[src/rtl/pc_sequencer.sv]
// Program-counter and fetch sequencer for the 8-bit instruction ROM.
// Selects a resident program, steps and branches the PC, and counts retired instructions.
module pc_sequencer #(
  parameter logic [7:0]  PROG0_BASE = 8'd0,
  parameter logic [7:0]  PROG1_BASE = 8'd100,
  parameter logic [7:0]  PROG2_BASE = 8'd152,
  parameter logic [7:0]  LAST_ADDR  = 8'd221,
  parameter int unsigned CNT_W      = 16
) (
  input  logic             clk_i,
  input  logic             rst_n_i,
  input  logic             start_i,
  input  logic [1:0]       prog_sel_i,
  input  logic             stall_i,
  input  logic             halt_i,
  input  logic             branch_i,
  input  logic             branchb_i,
  input  logic             cond_i,
  input  logic [7:0]       offset_i,
  output logic [7:0]       address_o,
  output logic             run_o,
  output logic             done_o,
  output logic             fault_o,
  output logic [CNT_W-1:0] retired_o
);

  // state    | meaning
  // ST_IDLE  | waiting for start_i; pc holds the last halting address
  // ST_RUN   | fetching/retiring one instruction per non-stalled cycle
  // ST_FAULT | illegal select, illegal branch or out-of-range fetch; reset only
  typedef enum logic [1:0] {
    ST_IDLE  = 2'd0,
    ST_RUN   = 2'd1,
    ST_FAULT = 2'd2
  } state_t;

  state_t           state;
  logic [7:0]       pc;
  logic [CNT_W-1:0] retired;
  logic             run_q;
  logic             done_q;
  logic             fault_q;

  logic [7:0]       base_addr;
  logic [8:0]       next_addr;
  logic             next_bad;
  logic             branch_clash;
  logic [CNT_W-1:0] retired_inc;

  always_comb begin
    base_addr = PROG0_BASE;
    case (prog_sel_i)
      2'd1:    base_addr = PROG1_BASE;
      2'd2:    base_addr = PROG2_BASE;
      default: base_addr = PROG0_BASE;
    endcase
  end

  // A backward branch below zero wraps to >= 256 in 9 bits, so a single
  // unsigned compare catches both underflow and overrun.
  always_comb begin
    next_addr = {1'b0, pc} + 9'd1;
    if (branch_i && cond_i)
      next_addr = {1'b0, pc} + {1'b0, offset_i};
    else if (branchb_i && cond_i)
      next_addr = {1'b0, pc} - {1'b0, offset_i};
    next_bad     = next_addr > {1'b0, LAST_ADDR};
    branch_clash = branch_i && branchb_i;
    retired_inc  = (&retired) ? retired : retired + CNT_W'(1);
  end

  always_ff @(posedge clk_i or negedge rst_n_i) begin
    if (!rst_n_i) begin
      state   <= ST_IDLE;
      pc      <= 8'd0;
      retired <= '0;
      run_q   <= 1'b0;
      done_q  <= 1'b0;
      fault_q <= 1'b0;
    end else begin
      done_q <= 1'b0;
      case (state)
        ST_IDLE: begin
          if (start_i) begin
            if (prog_sel_i == 2'd3) begin
              state   <= ST_FAULT;
              fault_q <= 1'b1;
            end else begin
              state   <= ST_RUN;
              run_q   <= 1'b1;
              pc      <= base_addr;
              retired <= '0;
            end
          end
        end
        ST_RUN: begin
          if (!stall_i) begin
            retired <= retired_inc;
            if (halt_i) begin
              state  <= ST_IDLE;
              run_q  <= 1'b0;
              done_q <= 1'b1;
            end else if (branch_clash || next_bad) begin
              state   <= ST_FAULT;
              run_q   <= 1'b0;
              fault_q <= 1'b1;
            end else begin
              pc <= next_addr[7:0];
            end
          end
        end
        ST_FAULT: begin
          run_q   <= 1'b0;
          fault_q <= 1'b1;
        end
        default: begin
          state   <= ST_FAULT;
          run_q   <= 1'b0;
          fault_q <= 1'b1;
        end
      endcase
    end
  end

  assign address_o = pc;
  assign run_o     = run_q;
  assign done_o    = done_q;
  assign fault_o   = fault_q;
  assign retired_o = retired;

endmodule

[config.mk]
export PLATFORM = sky130hd
export DESIGN_NAME = pc_sequencer
export DESIGN_NICKNAME = d
export VERILOG_FILES = /design/src/rtl/pc_sequencer.sv
export SDC_FILE = /design/constraint.sdc
export NUM_CORES = 1
export LEC_CHECK = 0
export CORE_MARGIN = 2
export CORE_UTILIZATION = 40
export CTS_CLUSTER_DIAMETER = 50
export CTS_CLUSTER_SIZE = 28
export DETAILED_ROUTE_END_ITERATION = 12
export PLACE_DENSITY = 0.66
export SLEW_MARGIN = 25
export SYNTH_ARGS = -nofsm -noshare
export SYNTH_HDL_FRONTEND = slang
export SYNTH_SLANG_ARGS = --single-unit
[constraint.sdc]
create_clock -name clk_i -period 4.2 [get_ports clk_i]
set_input_delay 0.63 -clock clk_i [delete_from_list [all_inputs] [get_ports clk_i]]
set_output_delay 0.63 -clock clk_i [all_outputs]
set_load 0.005 [all_outputs]
==> results of run 1 <==
-- Yosys cell counts, drive strengths merged (2+ instances only) --
| cell | number |
|---|---|
| xnor2 | 5 |
| dfrtp | 29 |
| nand4 | 8 |
| nor3b | 2 |
| nand2 | 23 |
| inv | 7 |
| nand3 | 9 |
| nor2 | 28 |
| or3 | 4 |
| nand2b | 3 |
| nor4 | 2 |
| a211oi | 4 |
| o21ai | 18 |
| or2 | 2 |
| o221a | 2 |
| and4 | 2 |
| xor2 | 11 |
| nor3 | 6 |
| a21oi | 7 |
| and3 | 2 |
| o31ai | 5 |
| nor2b | 2 |
| a31oi | 2 |
| ha | 11 |
| clkbuf | 4 |
| a22o | 3 |
| a32o | 2 |
| mux2 | 6 |
| nand3b | 2 |
-- logic make-up (layout without fill, tap and decap cells) --
| logic type | count (synthesis) | after routing |
|---|---|---|
| simple gates | 99 | 99 |
| compound gates | 52 | 52 |
| flops | 29 | 29 |
| xor+xnor | 16 | 16 |
| fa+ha+maj | 12 | 12 |
| buf+inv | 12 | 77 |
| mux | 7 | 7 |
-- routing by layer --
metal,vias up,part of all wire [%],global-route usage (%)
met5,-,0,0
met4,0,1.6,7.02
met3,8,4.6,4.69
met2,40,48,33.3
met1,928,46,24.0
li1,967,-,-
-- final timing paths --
kind                                     startpoint  slack (ps)  depth (start not counted)                         to
setup / recovery                        offset_i[1]         200                         12   address_o[6]$_DFFE_PN0P_
hold / removal                  fault_o$_DFFE_PN0P_         490                          1        fault_o$_DFFE_PN0P_
setup reg to reg           address_o[0]$_DFFE_PN0P_        1320                          9   address_o[6]$_DFFE_PN0P_
hold reg to reg                 fault_o$_DFFE_PN0P_         490                          1        fault_o$_DFFE_PN0P_
max in group asynchronous                   rst_n_i        3200                          2  retired_o[12]$_DFFE_PN0P_
min in group asynchronous                   rst_n_i         730                          2   retired_o[1]$_DFFE_PN0P_
-- sequential cells by signal (all words and copies together), names as in the netlist --
register	flops
retired_o	16
fault_o	1
done_o	1
state	2
run_o	1
address_o	8
-- critical path, stage by stage --
cell	delay (ps)
sky130_fd_sc_hd__clkdlybuf4s50_1	450
sky130_fd_sc_hd__or3_1	390
sky130_fd_sc_hd__or3_1	360
sky130_fd_sc_hd__o21ai_0	170
sky130_fd_sc_hd__a22o_1	200
sky130_fd_sc_hd__ha_1	260
sky130_fd_sc_hd__or4b_2	670
sky130_fd_sc_hd__nand4_1	150
sky130_fd_sc_hd__a41o_1	190
sky130_fd_sc_hd__a311oi_4	130
sky130_fd_sc_hd__nor2_4	210
sky130_fd_sc_hd__mux2_2	370
-- layout make-up --
class,instances,area (um2),share of cell area (%)
inverter,7,26.3,0.949
clock buffer,7,96.3,3.48
multi-input combinational,186,1260,45.4
clock inverter,1,5.00,0.181
tap,67,83.8,3.03
sequential,29,726,26.2
timing repair buffer,62,576,20.8
-- power breakdown --
group          switching, mW  internal (mW)  leakage [nW]  total [mW]
clock                  0.111          0.148        0.0542       0.259
combinational          0.198          0.236         0.782       0.435
sequential            0.0552          0.324         0.385       0.379
total                  0.364          0.708          1.22        1.07
-- placed cells by master, fill, tap and decap left out, drive strengths merged, types with 5 or more instances in the layout --
master | Yosys | layout
clkbuf | 4 | 7
o31ai | 5 | 5
xor2 | 11 | 11
nand2 | 23 | 23
a21oi | 7 | 7
dfrtp | 29 | 29
o21ai | 18 | 18
nand4 | 8 | 8
inv | 7 | 7
mux2 | 6 | 6
clkdlybuf4s50 | 0 | 44
nand3 | 9 | 9
nor3 | 6 | 6
ha | 11 | 11
buf | 1 | 18
xnor2 | 5 | 5
nor2 | 28 | 28
==> impl_metrics.ini, run 1 <==
[detailed_routing]
totalWireLength_mm = 4.96
drc = 0
drt-vias-per-instance = 5.41
detailroute.via_count = 1943
drt_iter0_drc = 59
firstDrtPassIters = 4
postRouteAntennaNets = 0
avgRoutedWirePerCell_um = 13.8

[sta]
least_margin_pin_slew_ps = 667
timing_max_transition_violations_final = 0
grt_setup_unrepaired = false
fin_crit_ps = 4000
slew-limit-headroom_pct = 55.1
achievable-frequency_mhz = 250
holdWs_ps = 488
min_period_over_period_pct = 95.2
finalSetupViolations = 0
fin_skew_ps = 6.67
hold_viol_final = 0
finalSetupTns_ps = 0
final.setup.worst_slack_ps = 202

[grt]
grt_overflow_total = 0
grt_antenna_before_repair = 0
track_usage_pct = 19.5
via_count_of_the_first_global_routing_pass = 1881
grt_start_max_net_pins = 30
grt_pass1_wl_mm = 8.35

[synth]
synth-edff-count = 0
post_synth_fa_ha_maj_area_fraction_pct = 7.77
main_combinational_cell_family_by_area_after_synthesis = simple AND/OR/NAND/NOR gates
synth_top_area_share_pct = 35.8
post_synthesis_cell_count = 227
synth-compound-area-share_pct = 18.6
netlist-cell-type-count = 48
post_synthesis_share_of_cell_area_spent_on_and_or_nand_and_nor_gates_pct = 24.7
ys_async_sr_fraction_pct = 100
synth.net_count = 257
synth.avg_cell_area_um2 = 8.93
synth_largest_area_cell = sky130_fd_sc_hd__dfrtp_1
synthesis.yosys.warnings = 0
area_of_the_mapped_netlist_mm2 = 0.00203
synthMuxAreaShare_pct = 4.01
ys_seq_area_share_pct = 35.8
synth-xor-area-share_pct = 6.91
yosys_most_used_dff = sky130_fd_sc_hd__dfrtp_1
synth.ff_latch_count = 29
top_area_cells_in_the_synthesized_netlist = sky130_fd_sc_hd__dfrtp_1 36%, sky130_fd_sc_hd__ha_1 6.8%, sky130_fd_sc_hd__nor2_1 5.0%, sky130_fd_sc_hd__xor2_1 4.8%, sky130_fd_sc_hd__nand2_1 4.3%

[worst_setup_path]
critPathMaxFanout = 7
cp_data_required_time_ps = 4380
critPathCaptureType = flop
arrival_ps = 4170
timing.critical_path.from_type = input port
worst-setup-path-type = input port to flop

[cts]
post_cts_hold_buffer_count = 0
clock_tree_from_tritoncts = done
cts-buffers-inserted = 5
cts.sinks = 29
cts.repair.resized = 0
clk_pin_slew_worst_paths_ps = 70
cts_setup_buffers = 0
clock_insertion_delay_worst_skew_ps = 290
htreeDepth = 2
clk_path_buf_depth = 2
clk_tree_root_cell = sky130_fd_sc_hd__clkbuf_8

[floorplanning]
core_area_mm2 = 0.00482
design.die.area_mm2 = 0.00566
ioPinCount = 45
initial_core_util_pct = 42.1
fp-row-count = 25
chipHeight_um = 75.2
fp.dieW_um = 75.2

[min_path]
min-delay-path-class = flop to flop

[power]
vdd_ir_drop_max_mv = 0.242
power.density_mw_per_mm2 = 387
power.total_mw = 1.07
power_leakage_nw = 1.22

[final_layout]
antenna_diode_count = 0
design.final.nets = 321
final_core_utilization_pct = 57.5
final_cells = 359
design_area_mm2 = 0.00277
drive_above_1_share_pct = 14.4
area_growth_pct = 36.5
fillers = 466

[placed_design]
pre_cts_slack_ps = -73.6
gpl_congestion = 0.797
numPortBuffers = 44
place.detailed.instances = 351
placement.cell_area_mm2 = 0.00267
detailed_place_hpwl_mm = 3.79

[flow_run]
number_of_max_cap_violations = 0

[status]
run_status = finished, final reports clean
Power figures use the tool's default switching activity.
==> run 2, diff against run 1 <==
HOLD_SLACK_MARGIN = 0.02   (was not set)
==> results of run 2 <==
The final DEF is identical to that of run 1; final timing and power are the same.
